### src/rtl/pool_pkg.sv
// Shared types and width helper for the streaming 2-D pooling engine.
package pool_pkg;

   typedef enum logic {POOL_AVG = 1'b0, POOL_MAX = 1'b1} pool_mode_t;

   typedef enum logic [1:0] {
      S_IDLE  = 2'd0,
      S_ACC   = 2'd1,
      S_FLUSH = 2'd2
   } pool_state_t;

   // Accumulator must hold the sum of WIN*WIN full-scale pixels.
   function automatic int acc_width(input int data_w, input int win);
      return data_w + 2 * $clog2(win);
   endfunction

endpackage

### src/rtl/pool_acc_buf.sv
// Per-window-column accumulator storage: one combinational read port, one write port.
module pool_acc_buf #(
   parameter int ENTRIES = 14,
   parameter int ACC_W   = 12,
   parameter int IDX_W   = 4
) (
   input  logic             clk,
   input  logic             rst_n,
   input  logic [IDX_W-1:0] rd_idx,
   output logic [ACC_W-1:0] rd_data,
   input  logic             wr_en,
   input  logic [IDX_W-1:0] wr_idx,
   input  logic [ACC_W-1:0] wr_data
);

   logic [ACC_W-1:0] mem [ENTRIES];

   assign rd_data = mem[rd_idx];

   always_ff @(posedge clk or negedge rst_n) begin
      if (!rst_n) begin
         for (int i = 0; i < ENTRIES; i++) mem[i] <= '0;
      end else if (wr_en) begin
         mem[wr_idx] <= wr_data;
      end
   end

endmodule

### src/rtl/pool2d_stream.sv
// Streaming non-overlapping WIN x WIN average/max pooler, one pixel per cycle in raster order.
// Optional macro POOL_ROUND_EN: average mode rounds half up and saturates instead of truncating.
module pool2d_stream
   import pool_pkg::*;
#(
   parameter int DATA_W = 8,
   parameter int IMG_W  = 28,
   parameter int IMG_H  = 28,
   parameter int WIN    = 2
) (
   input  logic              clk,
   input  logic              rst_n,
   input  logic              clr,
   input  logic              mode,
   input  logic              in_valid,
   output logic              in_ready,
   input  logic [DATA_W-1:0] in_data,
   output logic              out_valid,
   input  logic              out_ready,
   output logic [DATA_W-1:0] out_data,
   output logic              frame_done
);

   localparam int LW      = $clog2(WIN);
   localparam int SH      = 2 * LW;
   localparam int ACC_W   = acc_width(DATA_W, WIN);
   localparam int TW      = ACC_W + 1;
   localparam int ENTRIES = IMG_W / WIN;
   localparam int IDX_W   = (ENTRIES > 1) ? $clog2(ENTRIES) : 1;
   localparam int CW      = $clog2(IMG_W);
   localparam int RW      = $clog2(IMG_H);

`ifdef POOL_ROUND_EN
   function automatic logic [DATA_W-1:0] avg_div(input logic [ACC_W-1:0] sum);
      logic [TW-1:0] t;
      t = ({1'b0, sum} + TW'(WIN * WIN / 2)) >> SH;
      return (|t[TW-1:DATA_W]) ? {DATA_W{1'b1}} : t[DATA_W-1:0];
   endfunction
`else
   function automatic logic [DATA_W-1:0] avg_div(input logic [ACC_W-1:0] sum);
      return DATA_W'(sum >> SH);
   endfunction
`endif

   pool_state_t       state;
   pool_mode_t        mode_q;
   logic [CW-1:0]     col;
   logic [RW-1:0]     row;
   logic              run_q;
   logic              vld_p1;
   logic [DATA_W-1:0] res_p1;

   logic              in_xfer, out_xfer;
   logic              first_px, last_px, frame_end, use_max;
   logic [IDX_W-1:0]  idx;
   logic [ACC_W-1:0]  acc_rd, pix_ext, acc_nxt;
   logic [DATA_W-1:0] res_nxt;

   assign in_ready   = run_q && (state != S_FLUSH) && (!vld_p1 || out_ready);
   assign in_xfer    = in_valid && in_ready;
   assign out_xfer   = vld_p1 && out_ready;
   assign frame_done = (state == S_FLUSH) && out_xfer && !clr;
   assign out_valid  = vld_p1;
   assign out_data   = res_p1;

   assign first_px  = (row[LW-1:0] == '0) && (col[LW-1:0] == '0);
   assign last_px   = (&row[LW-1:0]) && (&col[LW-1:0]);
   assign frame_end = (row == RW'(IMG_H - 1)) && (col == CW'(IMG_W - 1));
   assign idx       = IDX_W'(col >> LW);
   assign pix_ext   = ACC_W'(in_data);

   // The first pixel of a frame must obey the live mode input, later ones the latched mode.
   assign use_max = (state == S_IDLE) ? (pool_mode_t'(mode) == POOL_MAX) : (mode_q == POOL_MAX);

   pool_acc_buf #(
      .ENTRIES (ENTRIES),
      .ACC_W   (ACC_W),
      .IDX_W   (IDX_W)
   ) u_buf (
      .clk     (clk),
      .rst_n   (rst_n),
      .rd_idx  (idx),
      .rd_data (acc_rd),
      .wr_en   (in_xfer && !clr),
      .wr_idx  (idx),
      .wr_data (acc_nxt)
   );

   // Stage p0: reduce incoming pixel into the column's accumulator
   always_comb begin
      acc_nxt = acc_rd + pix_ext;
      if (first_px)
         acc_nxt = pix_ext;
      else if (use_max)
         acc_nxt = (pix_ext > acc_rd) ? pix_ext : acc_rd;
   end

   assign res_nxt = use_max ? acc_nxt[DATA_W-1:0] : avg_div(acc_nxt);

   // Stage p1: counters, FSM and held output register
   always_ff @(posedge clk or negedge rst_n) begin
      if (!rst_n) begin
         state  <= S_IDLE;
         mode_q <= POOL_AVG;
         col    <= '0;
         row    <= '0;
         run_q  <= 1'b0;
         vld_p1 <= 1'b0;
         res_p1 <= '0;
      end else begin
         run_q <= 1'b1;
         if (clr) begin
            state  <= S_IDLE;
            col    <= '0;
            row    <= '0;
            vld_p1 <= 1'b0;
         end else begin
            if (in_xfer) begin
               if (col == CW'(IMG_W - 1)) begin
                  col <= '0;
                  row <= (row == RW'(IMG_H - 1)) ? '0 : row + 1'b1;
               end else begin
                  col <= col + 1'b1;
               end
            end

            if (in_xfer && last_px) begin
               vld_p1 <= 1'b1;
               res_p1 <= res_nxt;
            end else if (out_xfer) begin
               vld_p1 <= 1'b0;
            end

            case (state)
               S_IDLE: begin
                  if (in_xfer) begin
                     mode_q <= pool_mode_t'(mode);
                     state  <= S_ACC;
                  end
               end
               S_ACC: begin
                  if (in_xfer && frame_end) state <= S_FLUSH;
               end
               S_FLUSH: begin
                  if (out_xfer) begin
                     state <= S_IDLE;
                     col   <= '0;
                     row   <= '0;
                  end
               end
               default: state <= S_IDLE;
            endcase
         end
      end
   end

endmodule

### config.mk
export PLATFORM = sky130hd
export DESIGN_NAME = pool2d_stream
export DESIGN_NICKNAME = d
export VERILOG_FILES = /design/src/rtl/pool_pkg.sv /design/src/rtl/pool_acc_buf.sv /design/src/rtl/pool2d_stream.sv
export SDC_FILE = /design/constraint.sdc
export NUM_CORES = 1
export LEC_CHECK = 0
export CAP_MARGIN = 10
export CORE_MARGIN = 2
export CORE_UTILIZATION = 55
export CTS_CLUSTER_SIZE = 10
export DETAILED_ROUTE_END_ITERATION = 6
export HOLD_SLACK_MARGIN = 0.02
export PLACE_DENSITY = 0.86
export SLEW_MARGIN = 20
export SYNTH_ARGS = -nofsm -noshare
export SYNTH_HDL_FRONTEND = slang
export SYNTH_SLANG_ARGS = --single-unit
### constraint.sdc
create_clock -name clk -period 4 [get_ports clk]
set_input_delay 0.8 -clock clk [delete_from_list [all_inputs] [get_ports clk]]
set_output_delay 0.8 -clock clk [all_outputs]
set_load 0.01 [all_outputs]
==> metrics.log <==
INFO  metric max_cap_viol_count = 0
INFO  metric max_slew_margin = 49.26%
INFO  metric core-area = 15030 um2
INFO  metric clk_latency = 0.44 ns
INFO  metric cp-start-kind = register
INFO  metric cts-htree-levels = 4
INFO  metric yosysUniqueCellTypes = 71
INFO  metric fp.dieW = 127.4 um
INFO  metric synthesis.yosys.warnings = 0
INFO  metric async_flop_share = 100.0%
INFO  metric final_critical_path_setup_slack = 0.1547 ns
INFO  metric maxSlewViolCount = 0
INFO  metric routabilityCongestion = 1.023
INFO  metric final_nets = 909
INFO  metric rows = 45
INFO  metric part_of_the_yosys_area_used_for_sequential_elements = 48.71%
INFO  metric drive_above_1_share = 14.59%
INFO  metric ys.flop_type = sky130_fd_sc_hd__dfrtp_1
INFO  metric clock_tree_from_tritoncts = built
INFO  metric fillers = 1132
INFO  metric critical_path_arrival = 4.17 ns
INFO  metric clock_pin_transition_on_the_worst_setup_and_hold_timing_paths = 0.07 ns
INFO  metric grt_max_degree = 82
INFO  metric timing.critical_path.required = 4.33 ns
INFO  metric powerDensity = 433.2 nW/um2
INFO  metric status = finished, final reports clean
INFO  metric total_negative_setup_slack = 0 ns
INFO  metric power.net_switching = 0.001145 W
INFO  metric timing.critical_path.fanout_max = 16
INFO  metric final_hold_violating_endpoints = 0
INFO  metric p_int = 0.003006 W
INFO  metric power = 0.004151 W
INFO  metric share_comb_of_total_power = 17.3%
INFO  metric setup.worst_path.class = reg -> reg
INFO  metric timing.clock.skew = 0.01031 ns
INFO  metric dieHeight = 127.4 um
INFO  metric synthCells = 837
INFO  metric dp_hpwl = 14280 um
INFO  metric drt-pass1-iter-count = 7
INFO  metric route.vias.total = 6764
INFO  metric vias_in_the_first_global_route = 6711
INFO  metric cts-buffers-inserted = 17
INFO  metric die_area = 16230 um2
INFO  metric seqPwrFrac = 41.4%
INFO  metric max_slew.worst_pin.slew = 0.7611 ns
INFO  metric syn-num-nets = 874
INFO  metric initialDrtViolationCount = 787
INFO  metric setup_viol = 0
INFO  metric syn_avg_cell_area = 10.01 um2
INFO  metric ios = 25
INFO  metric drt_drc_violations_left = 0
INFO  metric worst_hold_path_type = in -> async
INFO  metric vias_per_cell = 6.310
INFO  metric cts_hold_repair.buffers = 0
INFO  metric area_growth = 14.42%
INFO  metric synthesized_area = 8374 um2
INFO  metric layout_worst_path_cycle_share = 96.13%
INFO  metric critical_path.endpoint_type = register
INFO  metric worst_ir_drop_vdd = 0.3288 mV
INFO  metric max-clock-path-buffers = 2
INFO  metric achievable-frequency = 0.2601 GHz
INFO  metric wire_per_inst = 20.15 um
INFO  metric total_number_of_clock_tree_sinks = 163
INFO  metric finalCriticalPeriod = 3.845 ns
INFO  metric grt_overflow = 0
INFO  metric power.static_leakage = 4.251 nW
INFO  metric clock_power_share = 41.3%
INFO  metric postSynthRegisterBits = 163
INFO  metric clock_tree.root_cell = sky130_fd_sc_hd__clkbuf_16
INFO  metric drtAntennaViolNets = 0
INFO  metric place.port_buffers = 24
INFO  metric start_util = 55.71%
INFO  metric grt_antenna_before_repair = 0
INFO  metric synth_enable_flop_cells = 0
INFO  metric final_routed_wirelength = 21600 um
INFO  metric global_route.usage.total = 27.23%
INFO  metric swShare = 27.59%
INFO  metric insertedDiodeCount = 0
INFO  metric grt_first_pass_wirelength = 34310 um
INFO  metric pre_cts_slack = 0.07321 ns
==> Yosys cell counts, types with 9 or more instances <==
master,count,area (um2)
sky130_fd_sc_hd__nor2b_1,9,56.30
sky130_fd_sc_hd__mux4_2,11,247.7
sky130_fd_sc_hd__mux4_1,12,315.3
sky130_fd_sc_hd__nand2_1,165,619.3
sky130_fd_sc_hd__nor2_1,65,244.0
sky130_fd_sc_hd__xnor2_1,9,78.83
sky130_fd_sc_hd__clkbuf_1,30,112.6
sky130_fd_sc_hd__dfrtp_1,163,4079
sky130_fd_sc_hd__ha_1,22,275.3
sky130_fd_sc_hd__nand3_1,16,80.08
sky130_fd_sc_hd__a21oi_1,35,175.2
sky130_fd_sc_hd__nor3_1,16,80.08
sky130_fd_sc_hd__mux2_2,21,236.5
sky130_fd_sc_hd__inv_1,12,45.04
sky130_fd_sc_hd__o21ai_0,118,590.6
==> cells by family after synthesis <==
family	share of synthesized area, %
XOR/XNOR	1.255
multiplexers	10.74
flip-flops	48.71
other	0.04478
adder cells (fa/ha/maj)	3.526
AO/OA/AOI/OAI	15.05
buffers and inverters	4.109
AND/OR/NAND/NOR	16.57
==> cells in the final DEF (no fill, tap or decap), types with 17 or more instances in the layout <==
cell type,Yosys,layout
sky130_fd_sc_hd__a21oi_1,35,35
sky130_fd_sc_hd__buf_4,5,35
sky130_fd_sc_hd__clkbuf_16,0,17
sky130_fd_sc_hd__clkdlybuf4s50_1,0,23
sky130_fd_sc_hd__dfrtp_1,163,161
sky130_fd_sc_hd__ha_1,22,22
sky130_fd_sc_hd__mux2_2,21,21
sky130_fd_sc_hd__nand2_1,165,164
sky130_fd_sc_hd__nor2_1,65,64
sky130_fd_sc_hd__o21ai_0,118,117
==> cell type report <==
class | instances | area, um2 | area share, %
clock buffers | 21 | 470.5 | 4.910
inverters | 12 | 45.04 | 0.4701
multi-input cells | 613 | 4004 | 41.79
flip-flops and latches | 163 | 4081 | 42.60
repair buffers | 65 | 598.1 | 6.242
clock inverters | 10 | 147.6 | 1.541
well taps | 188 | 235.2 | 2.455
==> flip-flops by register name (all words and copies together) (netlist names) <==
| signal | flops |
|---|---|
| u_buf.mem | 140 |
| out_valid | 1 |
| state | 2 |
| row | 5 |
| mode_q | 1 |
| run_q | 1 |
| out_data | 8 |
| col | 5 |
==> what timing repair did <==
action	in CTS	in global routing
buffers inserted	0	4
gates resized for setup	0	20
endpoints found under the setup margin	0	140
==> worst max-delay path: stages, from the launching register on <==
cell and delay (ns):
sky130_fd_sc_hd__dfrtp_2 0.47, sky130_fd_sc_hd__buf_12 0.19, sky130_fd_sc_hd__mux4_1 0.60, sky130_fd_sc_hd__nor2_1 0.11, sky130_fd_sc_hd__nor3_1 0.09, sky130_fd_sc_hd__a221oi_2 0.28, sky130_fd_sc_hd__buf_4 0.19, sky130_fd_sc_hd__ha_1 0.28
sky130_fd_sc_hd__nor3_2 0.27, sky130_fd_sc_hd__o31ai_1 0.18, sky130_fd_sc_hd__a31oi_1 0.22, sky130_fd_sc_hd__nor2_1 0.07, sky130_fd_sc_hd__xor2_1 0.25, sky130_fd_sc_hd__o21bai_1 0.09, sky130_fd_sc_hd__buf_4 0.20, sky130_fd_sc_hd__o21ai_0 0.23
==> power by group through the flow <==
stage	Sequential [W]	Combinational [W]	Clock (W)
5_1_grt	0.00172	0.000774	0.00179
3_5_place_dp	0.00175	0.000647	0
4_1_cts	0.00172	0.000656	0.00172
2_1_floorplan	0.00174	0.000428	0
3_3_place_gp	0.00175	0.000637	0
6_report	0.00172	0.000717	0.00171
==> per-stage QoR <==
step | utilization [%] | hold slack [ns] | instance area, um2 | cells
6_report | 63.74 | 0.4199 | 9582 | 1072
3_5_place_dp | 58.86 | 0.4652 | 8848 | 1036
3_3_place_gp | 58.86 | 0.4552 | 8848 | 1036
5_1_grt | 63.74 | 0.4864 | 9582 | 1072
4_1_cts | 62.97 | 0.4485 | 9467 | 1067
2_1_floorplan | - | 0.4416 | 8374 | 837
==> final timing paths <==
| check | cells past startpoint | from | slack [ns] | endpoint |
|---|---|---|---|---|
| max reg2reg | 15 | col[1] | 0.15 | u_buf.mem[107] |
| min reg2reg | 2 | out_data[4] | 0.48 | out_data[4] |
| min | 1 | rst_n | 0.42 | state[1] |
| min in group clk | 2 | out_data[4] | 0.48 | out_data[4] |
| max in group asynchronous | 2 | rst_n | 2.68 | u_buf.mem[104] |
| max | 15 | col[1] | 0.15 | u_buf.mem[107] |
==> per-layer routing <==
| layer | wire [um] | GRT usage, % | vias up |
|---|---|---|---|
| met2 | 10580 | 44.42 | 380 |
| met1 | 8306 | 35.06 | 3262 |
| li1 | - | - | 3029 |
| met3 | 1861 | 6.114 | 93 |
| met4 | 846 | 12.41 | 0 |
| met5 | 0 | 0 | - |
Note: power is estimated with default switching activity, not from simulation.
==> variant: new RTL, same flow settings <==
Re-encode `pool_state_t` (3 states) as one-hot, 3 bits wide.
--- a/src/rtl/pool_pkg.sv
+++ b/src/rtl/pool_pkg.sv
@@ -4,8 +4,8 @@
    typedef enum logic {POOL_AVG = 1'b0, POOL_MAX = 1'b1} pool_mode_t;
 
-   typedef enum logic [1:0] {
-      S_IDLE  = 2'd0,
-      S_ACC   = 2'd1,
-      S_FLUSH = 2'd2
+   typedef enum logic [2:0] {
+      S_IDLE  = 3'b001,
+      S_ACC   = 3'b010,
+      S_FLUSH = 3'b100
    } pool_state_t;
 
Check against the original RTL: same outputs for any inputs over 10 cycles, from zero or initial values and one cycle with rst_n low; not proved beyond that.
==> variant against the unedited design <==
  * Power rose by 3.4%
  * Largest cell class is now multi-input gates
  * Critical endpoint is now u_buf.mem[55]
  * Worst setup slack got worse by 0.090 ns
  * First-iteration DRC count fell by 13%
  * Synthesized area rose by 2.2%
  * Wire length rose by 4.6%
  * Sequential share of layout area fell by 1.7 points
  * Utilization rose by 2.3 points
  * Sequential cell count rose by 1
  * Design area rose by 4.7%
==> variant: results (changes against the unedited design) <==
GRT Total Usage -> 27.5% (+0.23 points)
Detail Placement HPWL -> 14.5 mm (+1.9%)
Clock buffer depth -> 2 (unchanged)
Dpl ws -> -0.153 ns (-0.226 ns)
Crit path largest cell delay -> 0.57 ns (-0.03 ns)
VDD IR max -> 317 uV (-3.7%)
Total Nets Final -> 913 (+0.44%)
Drt total wl -> 22.6 mm (+4.6%)
Clk pin slew, worst setup/hold paths -> 0.07 ns (about the same)
Share of post-route cells with drive strength above 1 -> 20.8% (+6.2 points)
Area after DPL -> 9300 sq um (+5.0%)
Gpl congestion -> 0.963 (-5.8%)
Leakage power -> 4.55 nW (+6.9%)
Top cells by area, synth -> dfrtp_1 (48%), nand2_1 (6.0%), o21ai_0 (4.6%)
Drt via density -> 6.43 (+1.9%)
Minimum clock period -> 3.94 ns (+0.0904 ns)
Critical path fanouts, max -> 10 (-6)
Pwr Total -> 4.29 mW (+3.4%)
Synth top cells by count -> dfrtp_1 (163), nand2_1 (136), o21ai_0 (79), a21oi_1 (44), nor2_1 (44)
Global-route wire length before repair -> 35.2 mm (+2.5%)
Cell variety after synth -> 75 (+5.6%)
Worst slew pin tran -> 0.790 ns (+0.0285 ns)
R2r setup slk -> 0.06 ns (-0.09 ns)
Critical path arrival -> 4.22 ns (+0.05 ns)
Pre-antenna DRT Iters -> 5 (-2)
Drt first-iter violations -> 687 (-13%)
Vias in the first global route -> 6787 (+1.1%)
Outcome -> complete, no violations
Seq/Total Area, Yosys -> 48.0% (-0.75 points)
Layout Skew -> 0.00804 ns (-0.00227 ns)
CTS H-Tree Depth -> 4 (unchanged)
Post-synth net total -> 854 (-2.3%)
Largest net degree at the start of global routing -> 73 (-11%)
Worst R2R End -> u_buf.mem[55]
[variant: changes by cell type in the layout (fill, tap and decap cells not counted), sizes merged, moves of 8 or more]
cell   before  now
a21oi      37   48
mux2       22   31
o21ai     119   92
buf        42   72
nor2       65   44
nand2     165  136
inv        14   24
a31oi       4   12
o31ai       2   15
[variant: timing repair]
item	4_1_cts	5_1_grt
gates cloned	0	1
gates resized for setup	5	9
pin swaps	0	4
setup buffers	0	6
setup endpoints to repair	33	101
[variant: cell families (layout without fill, tap and decap cells)]
family                   Yosys count  count (layout)  synth area share (%)
multiplexers                      66              66                  12.7
AO/OA/AOI/OAI                    210             210                  15.7
adder cells (fa/ha/maj)           23              23                  3.45
flip-flops                       164             164                  48.0
AND/OR/NAND/NOR                  265             265                  14.4
buffers and inverters             76             148                  4.47
XOR/XNOR                          12              12                  1.23
other                              1               1                0.0438
[variant: routing by layer]
| metal | wire [um] | part of all wire (%) | vias up | track usage (%) |
|---|---|---|---|---|
| met4 | 754 | 3.3 | 0 | 11.6 |
| met1 | 8840 | 39 | 3419 | 35.6 |
| li1 | - | - | 3047 | - |
| met3 | 1750 | 7.7 | 64 | 5.95 |
| met2 | 11200 | 50 | 393 | 45.1 |
| met5 | 0 | 0 | - | 0 |
[variant: area by class of cell]
cell class / instances / area [sq um]
inverter: 20 / 75.1
multi-input combinational: 577 / 4120
timing repair buffer: 96 / 902
clock inverter: 13 / 149
tap: 188 / 235
clock buffer: 19 / 443
sequential: 164 / 4110
fill: 1027 / 5170
[variant: worst min path at each step]
stage,end,cells after the start
after floorplan,u_buf.mem[108],2
after global placement,u_buf.mem[75],2
after detailed placement,u_buf.mem[128],2
after CTS,u_buf.mem[18],1
after global routing,u_buf.mem[18],1
final,u_buf.mem[18],1
[variant: power breakdown]
group / switching, mW / internal (mW)
Combinational: 0.513 / 0.387
Clock: 0.710 / 0.949
Sequential: 0.0290 / 1.70
[variant: through the flow]
step / setup TNS [ns] / hold WS (ns) / cells
2_1_floorplan: 0 / 0.440 / 817
3_3_place_gp: -0.342 / 0.450 / 1038
3_5_place_dp: -1.83 / 0.457 / 1038
4_1_cts: 0 / 0.395 / 1070
5_1_grt: -1.44 / 0.436 / 1077
6_report: 0 / 0.367 / 1077
[variant: worst max-delay path: cells and delay by family (launching register included)]
family | cells | cell delay [ns]
AND/OR/NAND/NOR | 3 | 0.61
adder cells (fa/ha/maj) | 1 | 0.28
buffers and inverters | 5 | 0.86
multiplexers | 1 | 0.57
flip-flops | 1 | 0.47
AO/OA/AOI/OAI | 5 | 1.00
